`src/rtl/wb_port_arbiter.sv`:
```
`default_nettype none
// ============================================================================
//  Module   : wb_port_arbiter
//  Purpose  : Shares the single register-file write port between in-order
//             execute-stage retirements (ALU result / PC+4 link) and in-order
//             load responses from data memory. Outstanding load destinations
//             are held in an in-order FIFO. The execute stage is stalled on a
//             port conflict, on a WAW hazard against a pending load, or when
//             the load FIFO is full.
//  Ports    : clk, reset     - clock (rising edge), async active-high reset
//             ex_valid/ex_src/ex_rd/ex_ready - execute-stage handshake
//                              (ex_src 0=load, 1=alu, 2=pc, 3=no writeback)
//             mem_rvalid     - load response this cycle (never back-pressured)
//             wb_select      - writeback mux select (0=mem, 1=alu, 2=pc)
//             rf_we/rf_waddr - register-file write port
//             pending        - outstanding-load count
//             wb_err         - sticky: response arrived with nothing pending
//             perf_stalls/perf_loads - performance counters
//  Options  : WB_ARB_PERF_EN - when defined, perf_stalls counts cycles with
//             ex_valid & !ex_ready and perf_loads counts popped loads (both
//             wrap at 2^32); when undefined both ports are tied to zero.
//  Revision : 1.0 - initial release
// ============================================================================
module wb_port_arbiter #(
  parameter int DEPTH = 4,
  parameter int AW    = 5
) (
  input  logic                     clk,
  input  logic                     reset,
  input  logic                     ex_valid,
  input  logic [1:0]               ex_src,
  input  logic [AW-1:0]            ex_rd,
  output logic                     ex_ready,
  input  logic                     mem_rvalid,
  output logic [1:0]               wb_select,
  output logic                     rf_we,
  output logic [AW-1:0]            rf_waddr,
  output logic [$clog2(DEPTH):0]   pending,
  output logic                     wb_err,
  output logic [31:0]              perf_stalls,
  output logic [31:0]              perf_loads
);

  localparam int c_ptr_w = $clog2(DEPTH);
  localparam int c_cnt_w = c_ptr_w + 1;

  localparam logic [c_cnt_w-1:0] c_full     = c_cnt_w'(DEPTH);
  localparam logic [1:0]         c_src_load = 2'd0;
  localparam logic [1:0]         c_src_alu  = 2'd1;
  localparam logic [1:0]         c_src_pc   = 2'd2;
  localparam logic [1:0]         c_src_none = 2'd3;
  localparam logic [1:0]         c_sel_mem  = 2'd0;
  localparam logic [1:0]         c_sel_alu  = 2'd1;

  // --------------------------------------------------------------------------
  // State
  // --------------------------------------------------------------------------
  logic [AW-1:0]      fifo_q [DEPTH];
  logic [AW-1:0]      fifo_d [DEPTH];
  logic [c_ptr_w-1:0] wr_ptr_q, wr_ptr_d;
  logic [c_ptr_w-1:0] rd_ptr_q, rd_ptr_d;
  logic [c_cnt_w-1:0] count_q, count_d;
  logic               wb_err_q, wb_err_d;

  // --------------------------------------------------------------------------
  // Hazard detection: an entry is live when its distance from the head is
  // below the current count.
  // --------------------------------------------------------------------------
  logic [DEPTH-1:0] entry_hit;

  for (genvar i = 0; i < DEPTH; i++) begin : g_waw
    logic [c_ptr_w-1:0] offset;
    assign offset       = c_ptr_w'(i) - rd_ptr_q;
    assign entry_hit[i] = ({1'b0, offset} < count_q) && (fifo_q[i] == ex_rd);
  end

  logic is_wb_src;
  logic waw;
  logic fifo_empty;
  logic pop;
  logic ready_int;   // readiness ignoring reset; state logic only uses this
  logic push;
  logic ex_wb;       // accepted alu/pc retirement

  assign is_wb_src  = (ex_src == c_src_alu) || (ex_src == c_src_pc);
  assign waw        = is_wb_src && (ex_rd != '0) && (|entry_hit);
  assign fifo_empty = (count_q == '0);
  assign pop        = mem_rvalid && !fifo_empty;

  always_comb begin
    ready_int = 1'b0;
    unique case (ex_src)
      c_src_load: ready_int = (count_q < c_full) || pop;
      c_src_alu,
      c_src_pc:   ready_int = !mem_rvalid && !waw;
      c_src_none: ready_int = 1'b1;
      default:    ready_int = 1'b0;
    endcase
  end

  assign push  = ex_valid && ready_int && (ex_src == c_src_load);
  assign ex_wb = ex_valid && ready_int && is_wb_src;

  // --------------------------------------------------------------------------
  // Next state
  // --------------------------------------------------------------------------
  always_comb begin
    fifo_d   = fifo_q;
    wr_ptr_d = wr_ptr_q;
    rd_ptr_d = rd_ptr_q;
    count_d  = count_q;
    wb_err_d = wb_err_q;

    if (push) begin
      fifo_d[wr_ptr_q] = ex_rd;
      wr_ptr_d         = wr_ptr_q + 1'b1;
    end
    if (pop) begin
      rd_ptr_d = rd_ptr_q + 1'b1;
    end
    // A response with nothing pending is flagged; a same-cycle push still
    // lands because the pop side is simply absent.
    if (mem_rvalid && fifo_empty) begin
      wb_err_d = 1'b1;
    end

    unique case ({push, pop})
      2'b10:   count_d = count_q + 1'b1;
      2'b01:   count_d = count_q - 1'b1;
      default: count_d = count_q;
    endcase
  end

  always_ff @(posedge clk or posedge reset) begin
    if (reset) begin
      for (int i = 0; i < DEPTH; i++) fifo_q[i] <= '0;
      wr_ptr_q <= '0;
      rd_ptr_q <= '0;
      count_q  <= '0;
      wb_err_q <= 1'b0;
    end else begin
      fifo_q   <= fifo_d;
      wr_ptr_q <= wr_ptr_d;
      rd_ptr_q <= rd_ptr_d;
      count_q  <= count_d;
      wb_err_q <= wb_err_d;
    end
  end

  // --------------------------------------------------------------------------
  // Outputs: combinational from current state and inputs. Memory always owns
  // the port when it responds; alu/pc never coincide with a response because
  // they are refused while mem_rvalid is high.
  // --------------------------------------------------------------------------
  always_comb begin
    ex_ready  = ready_int && !reset;
    rf_we     = 1'b0;
    wb_select = c_sel_alu;
    rf_waddr  = '0;
    if (!reset) begin
      if (pop) begin
        wb_select = c_sel_mem;
        rf_waddr  = fifo_q[rd_ptr_q];
        rf_we     = (fifo_q[rd_ptr_q] != '0);
      end else if (ex_wb) begin
        wb_select = ex_src;
        rf_waddr  = ex_rd;
        rf_we     = (ex_rd != '0);
      end
    end
  end

  assign pending = count_q;
  assign wb_err  = wb_err_q;

  // --------------------------------------------------------------------------
  // Performance counters
  // --------------------------------------------------------------------------
`ifdef WB_ARB_PERF_EN
  logic [31:0] perf_stalls_q, perf_stalls_d;
  logic [31:0] perf_loads_q,  perf_loads_d;

  always_comb begin
    perf_stalls_d = perf_stalls_q;
    perf_loads_d  = perf_loads_q;
    if (ex_valid && !ready_int) perf_stalls_d = perf_stalls_q + 32'd1;
    if (pop)                    perf_loads_d  = perf_loads_q + 32'd1;
  end

  always_ff @(posedge clk or posedge reset) begin
    if (reset) begin
      perf_stalls_q <= '0;
      perf_loads_q  <= '0;
    end else begin
      perf_stalls_q <= perf_stalls_d;
      perf_loads_q  <= perf_loads_d;
    end
  end

  assign perf_stalls = perf_stalls_q;
  assign perf_loads  = perf_loads_q;
`else
  assign perf_stalls = 32'd0;
  assign perf_loads  = 32'd0;
`endif

endmodule
`default_nettype wire

```
`config.mk`:
```
export PLATFORM = sky130hd
export DESIGN_NAME = wb_port_arbiter
export DESIGN_NICKNAME = d
export VERILOG_FILES = /design/src/rtl/wb_port_arbiter.sv
export SDC_FILE = /design/constraint.sdc
export NUM_CORES = 1
export LEC_CHECK = 0
export ABC_CLOCK_PERIOD_IN_PS = 2500
export CAP_MARGIN = 20
export CELL_PAD_IN_SITES_DETAIL_PLACEMENT = 0
export CELL_PAD_IN_SITES_GLOBAL_PLACEMENT = 1
export CORE_MARGIN = 2
export CORE_UTILIZATION = 34
export DETAILED_ROUTE_END_ITERATION = 10
export GPL_TIMING_DRIVEN = 0
export PLACE_DENSITY = 0.8
export SLEW_MARGIN = 15
export SYNTH_ARGS = -nofsm -noshare
export SYNTH_HDL_FRONTEND = slang
export SYNTH_SLANG_ARGS = --single-unit
```
`constraint.sdc`:
```
create_clock -name clk -period 2.5 [get_ports clk]
set_input_delay 0.25 -clock clk [delete_from_list [all_inputs] [get_ports clk]]
set_output_delay 0.25 -clock clk [all_outputs]
set_load 0.05 [all_outputs]
```
==> qor.csv <==
stage,metric,value,unit
worst_setup_path,CP required,2250,ps
placed_design,Placed Area,3148,sq um
clock_tree,H-tree depth,1,
worst_setup_path,crit path cell chain,buf_8 > xnor2_4 > inv_2 > ha_4 > a2111oi_4 > nor4_4 > o211ai_4 > buf_12 > o31a_2 > buf_8,
sta,Setup Skew,11.83,ps
outcome,outcome,finished with violations,
synth,#FFs+latches synth,28,
clock_tree,CTS tree,done,
cells_and_area,"commonest non-fill, non-tap cells in the layout","69 x buf_4, 64 x conb_1, 25 x dfrtp_1",
worst_setup_path,buffers and inverters on the worst path,4,
drt,Routed Antenna Nets,0,
global_route,first-pass GRT wire length,7707,um
placed_design,Final GP Congestion,0.7755,
cells_and_area,n_diodes,0,
worst_setup_path,Worst R2R Setup Slack,230,ps
sta,fmax,359.6,MHz
sta,final hold violation count,0,
cells_and_area,Util after Layout,47.20,%
worst_setup_path,CP arrival,2530,ps
placed_design,post-placement setup slack,-812.5,ps
sta,Least-Margin Pin Slew,685.9,ps
worst_setup_path,"Top cell by count, worst path",buf_8,
power_and_ir_drop,P_int,1.864,mW
power_and_ir_drop,VDD IR-drop max,0.5189,mV
worst_setup_path,crit start category,register,
clock_tree,Clock Latency Late Sink,280,ps
global_route,largest net degree at the start of global routing,35,
power_and_ir_drop,Comb power frac,65.9,%
clock_tree,Post-CTS Hold Buffers,0,
worst_setup_path,R2R Path Start,pending[2]$_DFFE_PP0P_,
synth,post-synthesis cell area,2486,sq um
power_and_ir_drop,sw frac,46.22,%
sta,"Setup violations, final",9,
sta,RSZ-0062 raised after global routing,true,
worst_setup_path,reg2reg path depth,10,
floorplan,Die Ht,89.51,um
drt,First-pass DRT Iterations,4,
worst_setup_path,Top delay family on crit path,buffers and inverters,
clock_tree,TritonCTS sink count,28,
outcome,failing checks,negative setup slack,
clock_tree,maximum clock insertion buffer count,2,
sta,Final WS setup,-280.7,ps
worst_setup_path,Worst R2R End,pending[2]$_DFFE_PP0P_,
synth,post-synthesis cell count,248,
floorplan,Die Wd,89.51,um
worst_hold_path,hold-critical path depth,2,
worst_setup_path,Critical Path Fanout Max,6,
sta,Tmin final,2781,ps
clock_tree,TritonCTS buffer count,3,
worst_hold_path,hold endpoint,fifo_q[15]$_DFFE_PP0P_,
cells_and_area,Syn-to-layout area delta,36.24,%
worst_setup_path,max incr delay on CP,420,ps
cells_and_area,final instance area,3387,sq um
global_route,gr usage total,12.51,%
cells_and_area,"most common cell after layout, fill and taps aside",buf_4,
global_route,antenna violations before repair,0,
worst_hold_path,Worst Hold Class,primary input to register,
power_and_ir_drop,Clock Power Share,8.3,%
synth,YS warnings,0,
global_route,GRT overflow,0,
drt,via count,1725,
floorplan,core area,7176,sq um
power_and_ir_drop,switching pwr,1.602,mW
clock_tree,Root Buffer,clkbuf_8,
drt,DRT iter0 DRCs,52,
synth,sequential area share after synthesis,28.18,%
synth,leading area contributor after synthesis,dfrtp_1,
power_and_ir_drop,Pleak,1.647,nW
sta,Slew headroom,54.21,%
power_and_ir_drop,sequential power share,25.7,%
cells_and_area,share of cells above drive strength 1,43.53,%
worst_setup_path,slowest CP cell,dfrtp_1,
cells_and_area,net count reported at finish,364,
floorplan,row count,31,
synth,share of Yosys cell area claimed by the top area cell type,28.18,%
drt,DR DRC count,0,
placed_design,Port Buffer Count,18,
worst_hold_path,HP Start,ex_rd[0],
worst_setup_path,Critical Path End Type,primary output,
drt,aggregate routed wire length,4932,um
sta,"Period Utilization, post-route",111.2,%
floorplan,initial core utilization,34.65,%
floorplan,Top Ports,88,
drt,Vias/cell,3.929,
power_and_ir_drop,pwr dens,1024,nW/um^2
synth,"Avg Cell Area, Syn",10.02,sq um
job,max-cap viol count,0,
global_route,number of global-route vias before repair,1543,
cells_and_area,fill count,655,
worst_setup_path,Crit Path Category,register to primary output,
drt,DR WL/cell,11.23,um
clock_tree,CTS clock-pin slew for the worst setup and hold paths,100,ps
synth,top area cells in the synthesized netlist,"dfrtp_1 28%, buf_4 20%, mux2_2 9.1%",
synth,count of different cell masters after synthesis,36,
floorplan,Die ar.,8012,sq um
sta,fin. max-slew vios,0,
placed_design,DP HPWL,3784,um
[what timing repair did]
action	in CTS	in global routing
resized for setup	77	5
cloned	0	0
pin swaps	10	3
endpoints found under the setup margin	9	11
setup buffers	9	2
[kinds of logic after synthesis]
family,synth area share (%)
flops,28.18
buf+inv,25.16
other cells,0.1508
xor+xnor,9.512
fa+ha+maj,6.341
compound gates,7.700
mux,14.75
simple gates,8.203
[through the flow]
step                hold slack (ps)  total power [mW]  cells  setup TNS (ps)
floorplan                     364.0             2.508    311          -47.57
global placement              442.0             2.867    428           -7209
detailed placement            456.5             2.909    428           -5751
CTS                           270.4             3.454    439           -1757
global route                  269.7             3.712    439           -2638
finish                        264.4             3.467    439           -1933
[synthesized netlist by cell type]
| cell type | n |
|---|---|
| buf_4 | 65 |
| dfrtp_1 | 28 |
| xnor2_1 | 21 |
| mux2_2 | 20 |
| nand2_1 | 16 |
| inv_1 | 15 |
| ha_1 | 11 |
| nor2_1 | 8 |
| buf_6 | 6 |
| xor2_1 | 6 |
| mux4_1 | 5 |
| a21oi_1 | 4 |
| nand3_1 | 4 |
| nand4_1 | 4 |
| nor2b_1 | 4 |
| o21ai_1 | 4 |
| a2111oi_2 | 3 |
| o21ai_0 | 3 |
| a2111oi_1 | 2 |
| clkbuf_1 | 2 |
| nor3_1 | 2 |
| a21o_1 | 1 |
| a21oi_2 | 1 |
| a21oi_4 | 1 |
| and3b_1 | 1 |
| conb_1 | 1 |
| fa_1 | 1 |
| inv_4 | 1 |
| mux2i_1 | 1 |
| nand2b_1 | 1 |
| nor4_1 | 1 |
| nor4_2 | 1 |
| o2111ai_1 | 1 |
| o211ai_2 | 1 |
| o31a_1 | 1 |
| o41ai_1 | 1 |
[worst max-delay path by stage]
stage | startpoint | end | depth (start not counted)
after global routing | rd_ptr_q[1]$_DFFE_PP0P_ | ex_ready | 11
after detailed placement | rd_ptr_q[0]$_DFFE_PP0P_ | wb_select[0] | 10
after floorplan | rd_ptr_q[1]$_DFFE_PP0P_ | wb_select[1] | 7
after CTS | rd_ptr_q[1]$_DFFE_PP0P_ | rf_waddr[0] | 12
after global placement | reset | rf_we | 5
final | rd_ptr_q[1]$_DFFE_PP0P_ | wb_select[0] | 10
[flip-flops by register name, indices dropped and copies added, names as in the netlist]
name      cells
wr_ptr_q      2
rd_ptr_q      2
pending       3
wb_err        1
fifo_q       20
[worst reg2reg max path, delay by kind of cell (launching register included)]
kind | cells | cell delay [ps]
DFF | 1 | 370
buffers and inverters | 3 | 480
adders and majority gates | 2 | 590
and+or+nand+nor | 3 | 470
xor gates and xnor gates | 2 | 300
[per-layer routing]
metal | vias to the layer above | global-route usage, % | wire (um)
met5 | - | 0 | 0
met4 | 0 | 2.442 | 33
met1 | 786 | 17.08 | 2232
met3 | 5 | 1.847 | 259
met2 | 49 | 21.21 | 2407
li1 | 885 | - | -
[power by group through the flow]
stage / clock network [mW] / logic, mW / registers (mW)
floorplan: 0 / 1.55 / 0.958
global placement: 0 / 1.97 / 0.893
CTS: 0.295 / 2.27 / 0.893
detailed placement: 0 / 2.01 / 0.904
finish: 0.289 / 2.29 / 0.892
global route: 0.315 / 2.47 / 0.930
[cell type report]
| type | count | area (sq um) | share of cell area, % |
|---|---|---|---|
| Timing Repair Buffer | 26 | 279.0 | 8.238 |
| Sequential cell | 28 | 704.4 | 20.80 |
| Tap cell | 99 | 123.9 | 3.657 |
| Multi-Input combinational cell | 194 | 1589 | 46.92 |
| Inverter | 16 | 65.06 | 1.921 |
| Buffer | 72 | 570.5 | 16.85 |
| Clock buffer | 4 | 55.05 | 1.625 |
(Power assumes the default switching activity.)
